<file path="src/rtl/store_unit.sv">
`default_nettype none
// +--------------------------------------------------------------------------+
// | store_unit : store-path sequencer (funct3 decode, strobes, bus beats).   |
// | Option macro STORE_UNIT_MISALIGN_SPLIT_EN enables split misaligned store. |
// | Revision  : 1.0                                                          |
// +--------------------------------------------------------------------------+
module store_unit #(
  parameter int XLEN   = 32,
  parameter int ADDR_W = 32
) (
  input  logic                  clk,
  input  logic                  rst,
  input  logic                  req_valid,
  output logic                  req_ready,
  input  logic [2:0]            req_funct3,
  input  logic [ADDR_W-1:0]     req_addr,
  input  logic [XLEN-1:0]       req_data,
  output logic                  mem_valid,
  input  logic                  mem_ready,
  output logic [ADDR_W-1:0]     mem_addr,
  output logic [XLEN-1:0]       mem_wdata,
  output logic [XLEN/8-1:0]     mem_wstrb,
  output logic                  done,
  output logic                  misalign,
  output logic                  illegal
);

  localparam int c_nb   = XLEN / 8;
  localparam int c_offw = $clog2(c_nb);

  typedef enum logic [2:0] {
    IDLE  = 3'd0,
    BEAT0 = 3'd1,
    BEAT1 = 3'd2,
    RESP  = 3'd3,
    ERR   = 3'd4
  } state_t;

  state_t                r_state;
  state_t                w_next;
  logic [1:0]            r_size;
  logic [ADDR_W-1:0]     r_addr;
  logic [XLEN-1:0]       r_data;
  logic                  r_err_illegal;

  logic                  w_accept;
  logic                  w_illegal;
  logic                  w_reject;
  logic [c_offw-1:0]     w_off;
  logic [2*c_nb-1:0]     w_bmask;
  logic [2*c_nb-1:0]     w_wide_strb;
  logic [XLEN-1:0]       w_data_mask;
  logic [2*XLEN-1:0]     w_wide_data;
  logic [ADDR_W-1:0]     w_beat0_addr;
  logic                  w_cross;

  assign w_accept  = req_valid && (r_state == IDLE);
  assign w_illegal = req_funct3[2] || ((req_funct3[1:0] == 2'b11) && (XLEN == 32));

`ifdef STORE_UNIT_MISALIGN_SPLIT_EN
  assign w_reject = w_illegal;
  assign w_cross  = |w_wide_strb[2*c_nb-1:c_nb];
`else
  logic [2:0] w_align_mask;
  always_comb begin
    w_align_mask = 3'b000;
    case (req_funct3[1:0])
      2'b01:   w_align_mask = 3'b001;
      2'b10:   w_align_mask = 3'b011;
      2'b11:   w_align_mask = 3'b111;
      default: w_align_mask = 3'b000;
    endcase
  end
  assign w_reject = w_illegal || (|(req_addr[2:0] & w_align_mask));
  assign w_cross  = 1'b0;
`endif

  // Lane placement works on a double-width word; the upper half is the second beat.
  always_comb begin
    w_bmask = '0;
    case (r_size)
      2'b00:   w_bmask[0]   = 1'b1;
      2'b01:   w_bmask[1:0] = 2'b11;
      2'b10:   w_bmask[3:0] = 4'hF;
      default: w_bmask[7:0] = 8'hFF;
    endcase
    w_data_mask = '0;
    for (int i = 0; i < c_nb; i++) begin
      w_data_mask[8*i +: 8] = {8{w_bmask[i]}};
    end
  end

  assign w_off        = r_addr[c_offw-1:0];
  assign w_wide_strb  = w_bmask << w_off;
  assign w_wide_data  = {{XLEN{1'b0}}, r_data & w_data_mask} << {w_off, 3'b000};
  assign w_beat0_addr = {r_addr[ADDR_W-1:c_offw], {c_offw{1'b0}}};

  always_comb begin
    w_next    = r_state;
    req_ready = 1'b0;
    mem_valid = 1'b0;
    mem_addr  = '0;
    mem_wdata = '0;
    mem_wstrb = '0;
    done      = 1'b0;
    misalign  = 1'b0;
    illegal   = 1'b0;
    case (r_state)
      IDLE: begin
        req_ready = 1'b1;
        if (req_valid) w_next = w_reject ? ERR : BEAT0;
      end
      BEAT0: begin
        mem_valid = 1'b1;
        mem_addr  = w_beat0_addr;
        mem_wdata = w_wide_data[XLEN-1:0];
        mem_wstrb = w_wide_strb[c_nb-1:0];
        if (mem_ready) w_next = w_cross ? BEAT1 : RESP;
      end
      BEAT1: begin
        mem_valid = 1'b1;
        mem_addr  = w_beat0_addr + ADDR_W'(c_nb);
        mem_wdata = w_wide_data[2*XLEN-1:XLEN];
        mem_wstrb = w_wide_strb[2*c_nb-1:c_nb];
        if (mem_ready) w_next = RESP;
      end
      RESP: begin
        done   = 1'b1;
        w_next = IDLE;
      end
      ERR: begin
        illegal  = r_err_illegal;
        misalign = !r_err_illegal;
        w_next   = IDLE;
      end
      default: w_next = IDLE;
    endcase
    // Outputs read zero for as long as reset is held.
    if (rst) begin
      req_ready = 1'b0;
      mem_valid = 1'b0;
      mem_addr  = '0;
      mem_wdata = '0;
      mem_wstrb = '0;
      done      = 1'b0;
      misalign  = 1'b0;
      illegal   = 1'b0;
    end
  end

  always_ff @(posedge clk) begin
    if (rst) begin
      r_state       <= IDLE;
      r_size        <= 2'b00;
      r_addr        <= '0;
      r_data        <= '0;
      r_err_illegal <= 1'b0;
    end else begin
      r_state <= w_next;
      if (w_accept) begin
        r_size        <= req_funct3[1:0];
        r_addr        <= req_addr;
        r_data        <= req_data;
        r_err_illegal <= w_illegal;
      end
    end
  end

endmodule
`default_nettype wire

</file>
<file path="config.mk">
export PLATFORM = sky130hd
export DESIGN_NAME = store_unit
export DESIGN_NICKNAME = d
export VERILOG_FILES = /design/src/rtl/store_unit.sv
export SDC_FILE = /design/constraint.sdc
export NUM_CORES = 1
export LEC_CHECK = 0
export BUFFER_PORTS_ARGS = -buffer_cell sky130_fd_sc_hd__buf_2
export CORE_MARGIN = 3
export CORE_UTILIZATION = 50
export DETAILED_ROUTE_END_ITERATION = 8
export GPL_TIMING_DRIVEN = 0
export PLACE_DENSITY = 0.78
export SLEW_MARGIN = 30
export SYNTH_ARGS = -nofsm -noshare
export SYNTH_HDL_FRONTEND = slang
export SYNTH_SLANG_ARGS = --single-unit
</file>
<file path="constraint.sdc">
create_clock -name clk -period 3.08 [get_ports clk]
set_input_delay 0.154 -clock clk [delete_from_list [all_inputs] [get_ports clk]]
set_output_delay 0.154 -clock clk [all_outputs]
set_load 0.02 [all_outputs]
</file>
After elaboration in Yosys (flattened, before gate mapping)

Cells that the tools add are included.

Add/sub/neg operators: 1
Equal/unequal tests: 11
Shifts and indexed selects: 2
Mux-type cells: 24
Bitwise logic cells: 2
Reduce and logical (&&, ||, !) cells: 11

Operators by type and width:

| cell                                                                  | count |
|---|---|
| 32-bit one-hot mux with 2 select lines                                | 2 |
| 32-bit two-way mux                                                    | 2 |
| 32-bit by 5-bit << shifter with 64-bit output                         | 1 |
| 32-bit by 3-bit adder with 32-bit output, second input constant       | 1 |
| 32-bit AND                                                            | 1 |
| 1-bit two-way mux                                                     | 11 |
| 3-bit two-way mux                                                     | 3 |
| 3-bit one-hot mux with 3 select lines                                 | 1 |
| 4-bit two-way mux                                                     | 2 |
| 4-bit one-hot mux with 2 select lines                                 | 1 |
| 8-bit by 2-bit << shifter with 8-bit output                           | 1 |
| 2-bit equality test, second input constant                            | 3 |
| 3-bit by 2-bit equality test with 1-bit output, second input constant | 2 |
| 3-bit one-hot mux with 2 select lines                                 | 1 |
| 3-bit OR reduction                                                    | 2 |
| 2-bit by 1-bit equality test with 1-bit output, second input constant | 2 |
| 2-bit OR reduction                                                    | 2 |
| 3-bit AND                                                             | 1 |
| 3-bit by 1-bit equality test with 1-bit output, second input constant | 1 |
| 3-bit equality test, second input constant                            | 1 |
| 3-bit zero test                                                       | 1 |
| 2-bit zero test                                                       | 1 |
| 1-bit logical OR                                                      | 2 |
| 2-bit two-way mux                                                     | 1 |
| other kinds (5)                                                       | 5 |

Bits in registers: 70
Input bits: 71
Output and inout bits: 73

Logic depth before layout (Yosys ltp)

Gate-level depths: netlist of run 1.

Word-level depth: 8
Mapped depth: 8

Least setup slack after synthesis of run 1

Ideal clock, no wire load.

Path kind: register -> output
Start point: register r_addr[2]
End point: output port mem_addr[20]
Arrival: 1.886 ns
Required time: 2.926 ns
Path slack: 1.040 ns
Stages on the path, launching flop included: 8
Buffers on the path: 1
Cells stage by stage: dfxtp_1 -> ha_1 -> nand4_1 -> nor3_2 -> buf_4 -> nand2_1 -> or4_1 -> a21oi_1

Cells in the longest elaborated chain, start to end: 3

Ends and longest elaborated chain:

| item                                     | line | RTL |
|---|---|---|
| from (decl)                              | 42   | `logic [ADDR_W-1:0] r_addr;` |
| from (signal assigned)                   | 162  | `r_addr <= req_addr;` |
| 32-bit by 3-bit adder with 32-bit output | 122  | `mem_addr = w_beat0_addr + ADDR_W'(c_nb);` |
| 32-bit one-hot mux with 2 select lines   | 108  | `case (r_state)` |
| 32-bit two-way mux                       | 139  | `if (rst) begin` |
| to (decl)                                | 20   | `output logic [ADDR_W-1:0] mem_addr,` |

Every way passes these cells.

Worst setup path after layout of run 1

Start point: register r_addr[0]
End point: output port mem_wdata[8]

Cells in the longest elaborated chain, start to end: 3

Ends and longest elaborated chain:

| item                                          | line | RTL |
|---|---|---|
| 32-bit by 5-bit << shifter with 64-bit output | 95   | `assign w_wide_data = {{XLEN{1'b0}}, r_data & w_data_mask} << {w_off, 3'b000};` |
| 32-bit one-hot mux with 2 select lines        | 108  |  |
| 32-bit two-way mux                            | 139  |  |
| to (decl)                                     | 21   | `output logic [XLEN-1:0] mem_wdata,` |

Every way passes these cells.

==> results_dict.tcl, run 1 <==
set metrics [dict create \
    p_leak_nw 2.397 \
    fin_crit_ps 2776 \
    cp-end-kind "output port" \
    nNetsFinal 907 \
    synth_area_leaders "dfxtp_1 30%, nand2_1 15%, a21oi_1 11%" \
    ys_seq_area_share_pct 30.25 \
    grt_max_degree 13 \
    grt_pass1_vias 5033 \
    htreeDepth 3 \
    overflow 0 \
    max_slew.worst_pin.slew_ps 820.1 \
    num_antenna_cells 0 \
    clk_pin_slew_worst_paths_ps 80 \
    timing_worst_setup_path_type "flip-flop to output port" \
    irDropWorstVdd_v 0.0003070 \
    drv_slew 0 \
    cts_tree "done" \
    met1_length_um 7375 \
    clock-sinks 70 \
    final_common_cell "nand2_1" \
    fmax_mhz 360.3 \
    post_cts_buffers 0 \
    yosysWarnings 0 \
    synth_edf_count 0 \
    min_to "r_data[18]" \
    initial_core_util_pct 52.35 \
    fillers 859 \
    min-delay-start "req_data[18]" \
    met2_length_um 7201 \
    drt_iter0_drc 422 \
    multi_input_area_sq_um 2938 \
    grt_setup_unrepaired "no" \
    die_w_um 102.3 \
    power.density_nw_per_um2 424.2 \
    yosys.area.top_type "dfxtp_1" \
    seqCellArea_sq_um 1401 \
    hold_violations 0 \
    synth_top_area_share_pct 30.25 \
    drc 0 \
    cp_slowest_cell "clkbuf_1" \
    finalSetupTns_ps 0 \
    wl_per_cell_um 17.54 \
    area_delta_synth_final_pct 23.47 \
    die_h_um 102.3 \
    synth_cell_type_count 61 \
    cts_made_buffers 9 \
    grt_pass1_wl_um 25880 \
    r2r_start "r_state[1]" \
    whs_path_depth 3 \
    cts_resized 0 \
    hold_buffers 0 \
    final_util_pct 64.64 \
    status "finished clean" \
    routed_wl_um 16630 \
    final_layout_size_suffix_gt1_share_pct 24.76 \
    clockRootBuffer "clkbuf_8" \
    antenna_found_initial 0 \
    gr-usage-all-layers_pct 31.49 \
    slowest_delay_ps 470 \
    vias_per_cell 5.948 \
    wl_met3_um 1719 \
    syn_inst 683 \
    maxCapViolCount 0 \
    portBuffers 140 \
    r2r_setup_slack_ps 1000 \
    gp_congestion 0.9571 \
    postLayoutCellArea_sq_um 5719 \
    synth_top_flop_cell "dfxtp_1" \
    async_flop_share_pct 0 \
    arrival_ps 2620 \
    path_cells "clkbuf_1, buf_2, clkbuf_1, nand2_1, o21ai_0, a32oi_1, nor2_1, buf_2" \
    fin_crit_sh_pct 90.12 \
    dp_hpwl_um 12760 \
    min_path_type "input port to flip-flop" \
    synth_area_per_cell_sq_um 6.782 \
    setup_viol 0 \
    cts_buffer_depth 2 \
    r2r-end "r_addr[7]" \
    num_vias 5639 \
    io_pins 144 \
    synth_area_sq_um 4632 \
    coreArea_sq_um 8848 \
    clk_latency_ps 350 \
    placedInstanceArea_sq_um 5472 \
    critPathLaunchType "flip-flop" \
    reg2regPathDepth 6 \
    worstPathMaxFanout 10 \
    top_layer_used "met4" \
    drt_pass1_iterations 6 \
    ant_nets 0 \
    die_area_sq_um 10460 \
    synth-seq-cells 70 \
    rows 34 \
    layout_common_cells "183 x nand2_1, 160 x buf_2, 100 x a21oi_1" \
    slew_headroom_pct 45.21 \
    clock_skew_ps 11.23 \
    worstPathRequired_ps 2930 \
]
[sequential cells by signal (all words and copies together) (netlist names)]
signal	flops
r_size	2
r_data	32
r_state	3
r_err_illegal	1
r_addr	32
[final cells by class]
cell class                 count  area share (%)
multi-input combinational    546           51.37
sequential                    70           24.50
timing repair buffer         140           12.25
buffer                        61           4.725
clock buffer                  11           2.472
tap                          108           2.363
clock inverter                 5           1.860
inverter                       7          0.4594
[power by group]
part / leakage, nW / switching [W] / internal [W]
clock network: 0.120 / 0.000363 / 0.000562
logic: 1.70 / 0.000290 / 0.000155
registers: 0.575 / 0.0000852 / 0.000972
total: 2.40 / 0.000738 / 0.00169
[cells by family after synthesis]
group                    share of synthesized area, %
buffers and inverters                           6.402
XOR/XNOR                                       0.3782
multiplexers                                    1.945
other                                         0.08096
adder cells (fa/ha/maj)                        0.2701
AND/OR/NAND/NOR                                 33.77
flip-flops                                      30.25
AO/OA/AOI/OAI                                   26.90
[critical path: cells and delay by family, from the launching register on]
kind / cells / cell delay [ps]
buffers and inverters: 4 / 1350
flip-flops: 1 / 320
AND/OR/NAND/NOR: 2 / 280
AO/OA/AOI/OAI: 2 / 310
[synth_stat cells (3+ instances only)]
cell      instances
clkbuf_1         32
nor3_2            3
and3_1           16
or4_1             5
buf_4             4
buf_1             4
nand3_1          11
a32oi_1           8
and2_1            5
o211ai_1          5
nor2b_1           3
nand4_1          11
mux2_2            8
a21oi_1         100
o21ai_1           4
a31oi_1           9
a22o_1           10
dfxtp_1          70
a311oi_1          3
nor2_1           37
inv_1             7
a22oi_1          16
nor2_2            3
a31o_2            3
o21ai_0          40
and4_1            3
or3_1             4
buf_2            20
nor3_1           10
nand2b_1          9
nand2_1         183
[routing by layer]
metal,vias up,track usage [%]
li1,2716,-
met1,2565,47.02
met2,321,46.23
met3,37,5.461
met4,0,9.183
met5,-,0
[worst max-delay path by stage]
stage	startpoint	endpoint	slack, ps	cells after the start
2_1_floorplan	r_addr[2]	mem_addr[20]	1040	7
3_3_place_gp	r_addr[0]	mem_wdata[8]	800	8
3_5_place_dp	r_addr[0]	mem_wdata[8]	780	8
4_1_cts	r_addr[0]	mem_wdata[8]	390	8
5_1_grt	r_addr[0]	mem_wdata[8]	190	8
6_report	r_addr[0]	mem_wdata[8]	300	8
[per-stage QoR]
stage	total power [W]	instances	setup WS [ps]	hold WS [ps]
2_1_floorplan	0.001335	684	1040	290.0
3_3_place_gp	0.001498	932	803.7	393.3
3_5_place_dp	0.001511	932	782.1	400.0
4_1_cts	0.002425	948	387.9	27.99
5_1_grt	0.002531	948	186.6	33.37
6_report	0.002426	948	304.2	32.85
(Power assumes the default switching activity.)
==> run 2, diff against run 1 <==
Settings changed: HOLD_SLACK_MARGIN from default to 0.12.
==> run 2 against run 1 <==
  * Global-route usage grew 2.9 points
  * Register-to-register slack lost 40 ps
  * Sequential power is essentially flat
  * Via count grew 5.9%
  * Total power grew 3.5%
  * Worst setup slack lost 21 ps
  * Clock skew grew 2.9 ps
  * Sequential cell count is the same
  * Sequential share of layout area shrank 2.5 points
  * Worst hold slack gained 110 ps
  * Combinational power grew 17%
  * Fmax shrank 0.74%
==> results_dict.tcl, run 2 (synthesis results as in run 1) <==
set metrics [dict create \
    coreArea_sq_um 8848 \
    drt_pass1_iterations 6 \
    finalSetupTns_ps 0 \
    htreeDepth 3 \
    portBuffers 140 \
    num_vias 5969 \
    cts_made_buffers 9 \
    clk_pin_slew_worst_paths_ps 80 \
    grt_pass1_vias 5536 \
    worstPathMaxFanout 10 \
    fin_crit_sh_pct 90.80 \
    layout_common_cells "183 x nand2_1, 160 x buf_2, 100 x a21oi_1" \
    clock_skew_ps 14.08 \
    fin_crit_ps 2797 \
    fmax_mhz 357.6 \
    gr-usage-all-layers_pct 34.39 \
    cp-end-kind "output port" \
    die_w_um 102.3 \
    slew_headroom_pct 43.47 \
    clock-sinks 70 \
    dp_hpwl_um 12760 \
    nNetsFinal 973 \
    io_pins 144 \
    grt_pass1_wl_um 28170 \
    cts_tree "done" \
    drc 0 \
    worstPathRequired_ps 2930 \
    routed_wl_um 18160 \
    reg_top3 "r_addr: 32 flops, r_data: 32 flops, r_state: 3 flops" \
    overflow 0 \
    max_slew.worst_pin.slew_ps 846.2 \
    arrival_ps 2640 \
    min_path_type "input port to flip-flop" \
    cp_slowest_cell "clkbuf_1" \
    antenna_found_initial 0 \
    irDropWorstVdd_v 0.0002945 \
    drt_iter0_drc 470 \
    dp_slack_ps 782.1 \
    rows 34 \
    initial_core_util_pct 52.35 \
    ant_nets 0 \
    post_cts_buffers 0 \
    wl_per_cell_um 17.91 \
    grt_setup_unrepaired "no" \
    drv_slew 0 \
    grt_max_degree 13 \
    setup_ws_ps 283.4 \
    status "finished clean" \
    timing_worst_setup_path_type "flip-flop to output port" \
    clockRootBuffer "clkbuf_8" \
    die_h_um 102.3 \
    die_area_sq_um 10460 \
    num_antenna_cells 0 \
    area_delta_synth_final_pct 37.74 \
    power.density_nw_per_um2 393.7 \
    maxCapViolCount 0 \
    holdWs_ps 139.9 \
    gp_congestion 0.9571 \
    setup_viol 0 \
    p_leak_nw 2.672 \
    hold_violations 0 \
    path_cells "clkbuf_1, buf_2, clkbuf_1, nand2_1, o21ai_0, a32oi_1, nor2_1, buf_2" \
    final_layout_size_suffix_gt1_share_pct 22.96 \
    final_common_cell "nand2_1" \
    clk_latency_ps 350 \
    slowest_delay_ps 460 \
    vias_per_cell 5.887 \
    cts_buffer_depth 2 \
    critPathLaunchType "flip-flop" \
]
==> run 2: cell types whose count changed in the layout (fill, tap and decap cells not counted) <==
cell / delta
dlygate4sd3_1: +66
==> run 2: final timing paths <==
check,start,to,slack (ps),cells after the start
max reg2reg,r_state[1],r_addr[12],960,6
min,mem_ready,r_state[1],140,3
min reg2reg,r_data[15],r_data[15],480,2
max,r_addr[0],mem_wdata[8],280,8
==> run 2: metrics by stage <==
stage	std cells	instance area [sq um]	util (%)	total power [W]
detailed placement	932	5472	61.84	0.001511
CTS	1014	6380	72.10	0.002488
floorplan	684	4636	-	0.001335
global route	1014	6380	72.10	0.002606
finish	1014	6380	72.10	0.002512
global placement	932	5472	61.84	0.001498
==> run 2: layer usage <==
metal / global-route usage, % / vias up / wire length [um]
li1: - / 2846 / -
met1: 48.21 / 2698 / 7700
met2: 53.72 / 374 / 8112
met3: 5.939 / 51 / 1864
met4: 11.10 / 0 / 482
met5: 0 / - / 0
==> run 2: final cells by class <==
| cell class | count | area [sq um] |
|---|---|---|
| inverter | 7 | 26.28 |
| multi-input combinational | 546 | 2938 |
| fill | 746 | 2469 |
| clock buffer | 11 | 141.4 |
| sequential | 70 | 1401 |
| clock inverter | 5 | 106.4 |
| timing repair buffer | 206 | 1361 |
| buffer | 61 | 270.3 |
| tap | 108 | 135.1 |
==> run 2: power breakdown <==
group          leakage, nW  switching (W)  internal, W
registers            0.575      0.0000878     0.000972
clock network        0.120       0.000370     0.000562
logic                 1.98       0.000310     0.000210
total                 2.67       0.000768      0.00174
==> run 2: critical path: cells and delay by family (launching register included) <==
family	cells	cell delay, ps
buffers and inverters	4	1350
flip-flops	1	320
AND/OR/NAND/NOR	2	280
AO/OA/AOI/OAI	2	340
==> run 2: what timing repair did <==
item | 4_1_cts | 5_1_grt
endpoints found under the setup margin | 0 | 0
endpoints found under the hold margin | 66 | 0
resized for setup | 0 | 0
hold buffers | 66 | 0
==> run 3, diff against run 2 <==
Clock period 3.08 ns to 2.6 ns, I/O delays scaled along.
==> run 3 against run 2 <==
  * Critical path depth is 1 lower
  * Worst hold slack better by 18 ps
  * Worst setup slack got worse by 240 ps
==> results_dict.tcl, run 3 (synthesis results as in run 1) <==
set metrics [dict create \
    status "finished clean" \
    met2_length_um 8206 \
    fillers 712 \
    clk_latency_ps 350 \
    grt_max_degree 13 \
    maxCapViolCount 0 \
    dp_slack_ps 326.1 \
    die_area_sq_um 10460 \
    portBuffers 140 \
    vias_per_cell 5.962 \
    path_cells "clkbuf_4, nand4_1, nor4_4, nand2_2, or4_1, nand3_1, buf_2" \
    io_pins 144 \
    final_util_pct 73.44 \
    nNetsFinal 976 \
    wl_met3_um 1958 \
    cp_slowest_cell "or4_1" \
    clock-sinks 70 \
    cts_buffer_depth 2 \
    initial_core_util_pct 52.35 \
    num_vias 6063 \
    htreeDepth 3 \
    power.total_w 0.002988 \
    overflow 0 \
    power.density_nw_per_um2 459.8 \
    cts_made_buffers 9 \
    clk_pin_slew_worst_paths_ps 80 \
    setup_ws_ps 38.56 \
    hold_violations 0 \
    slowest_delay_ps 480 \
    antenna_found_initial 0 \
    gr-usage-all-layers_pct 34.42 \
    fin_crit_ps 2561 \
    max_slew.worst_pin.slew_ps 734.3 \
    min_path_type "input port to flip-flop" \
    critPathLaunchType "flip-flop" \
    finalSetupTns_ps 0 \
    clockRootBuffer "clkbuf_8" \
    met1_length_um 7723 \
    gp_congestion 0.9571 \
    reg_top3 "r_addr: 32 flops, r_data: 32 flops, r_state: 3 flops" \
    p_leak_nw 2.720 \
    die_h_um 102.3 \
    cp_top_family "simple AND/OR/NAND/NOR gates" \
    top_layer_used "met4" \
    drt_pass1_iterations 6 \
    area_delta_synth_final_pct 40.30 \
    layout_common_cells "183 x nand2_1, 156 x buf_2, 99 x a21oi_1" \
    grt_pass1_wl_um 28210 \
    worstPathMaxFanout 9 \
    fmax_mhz 390.4 \
    wl_per_cell_um 18.14 \
    coreArea_sq_um 8848 \
    grt_setup_unrepaired "yes" \
    irDropWorstVdd_v 0.0003692 \
    grt_pass1_vias 5557 \
    die_w_um 102.3 \
    cts_tree "done" \
    routed_wl_um 18450 \
    cp-end-kind "output port" \
    num_antenna_cells 0 \
    cp.buffers_inverters 2 \
    final_common_cell "nand2_1" \
    arrival_ps 2430 \
    timing_worst_setup_path_type "flip-flop to output port" \
    final_layout_size_suffix_gt1_share_pct 24.31 \
    slew_headroom_pct 50.92 \
    worstPathRequired_ps 2470 \
    drc 0 \
    ant_nets 0 \
    drv_slew 0 \
    drt_iter0_drc 529 \
    rows 34 \
    fin_crit_sh_pct 98.52 \
    dp_hpwl_um 12760 \
    setup_viol 0 \
    clock_skew_ps 12.01 \
]
-- run 3: layout make-up --
type,count,area [sq um],area share (%)
well taps,108,135.1,2.079
flip-flops and latches,70,1404,21.60
repair buffers,211,1408,21.66
inverters,7,26.28,0.4043
clock buffers,11,141.4,2.176
multi-input cells,546,3005,46.25
clock inverters,5,106.4,1.637
plain buffers,59,272.8,4.197
-- run 3: timing repair --
| item | CTS | global route |
|---|---|---|
| endpoints found under the setup margin | 4 | 34 |
| gates resized for setup | 5 | 17 |
| hold buffers | 67 | 0 |
| setup buffers | 1 | 2 |
| hold endpoints to repair | 67 | 0 |
| pin swaps | 1 | 3 |
| gates cloned | 0 | 1 |
-- run 3: worst reg2reg max path: cells and delay by family, from the launching register on --
| family | cells | cell delay [ps] |
|---|---|---|
| buf+inv | 3 | 820 |
| compound gates | 1 | 160 |
| flops | 1 | 320 |
| simple gates | 2 | 780 |
-- run 3: final timing paths --
path | from | end | cells after the start | slack [ps]
max | r_addr[15] | mem_addr[25] | 7 | 40
min | req_funct3[2] | r_state[2] | 3 | 160
max reg2reg | r_state[1] | r_addr[12] | 6 | 450
min reg2reg | r_data[15] | r_data[15] | 2 | 480
-- run 3: per-stage QoR --
stage | area, sq um | instances | hold WS (ps)
2_1_floorplan | 4636 | 684 | 266.0
3_3_place_gp | 5472 | 932 | 369.3
3_5_place_dp | 5472 | 932 | 376.0
4_1_cts | 6406 | 1016 | 128.4
5_1_grt | 6499 | 1017 | 160.7
6_report | 6499 | 1017 | 158.2
-- run 3: metal layers --
| metal | vias to the layer above | track usage, % |
|---|---|---|
| met5 | - | 0 |
| met4 | 0 | 11.30 |
| met3 | 69 | 5.939 |
| met2 | 388 | 53.57 |
| met1 | 2758 | 48.34 |
| li1 | 2848 | - |
-- run 3: report_power, final --
part	switching (W)	internal, W	leakage (nW)
clock network	0.000437	0.000666	0.120
logic	0.000371	0.000253	2.02
registers	0.000110	0.00115	0.576
total	0.000918	0.00207	2.72
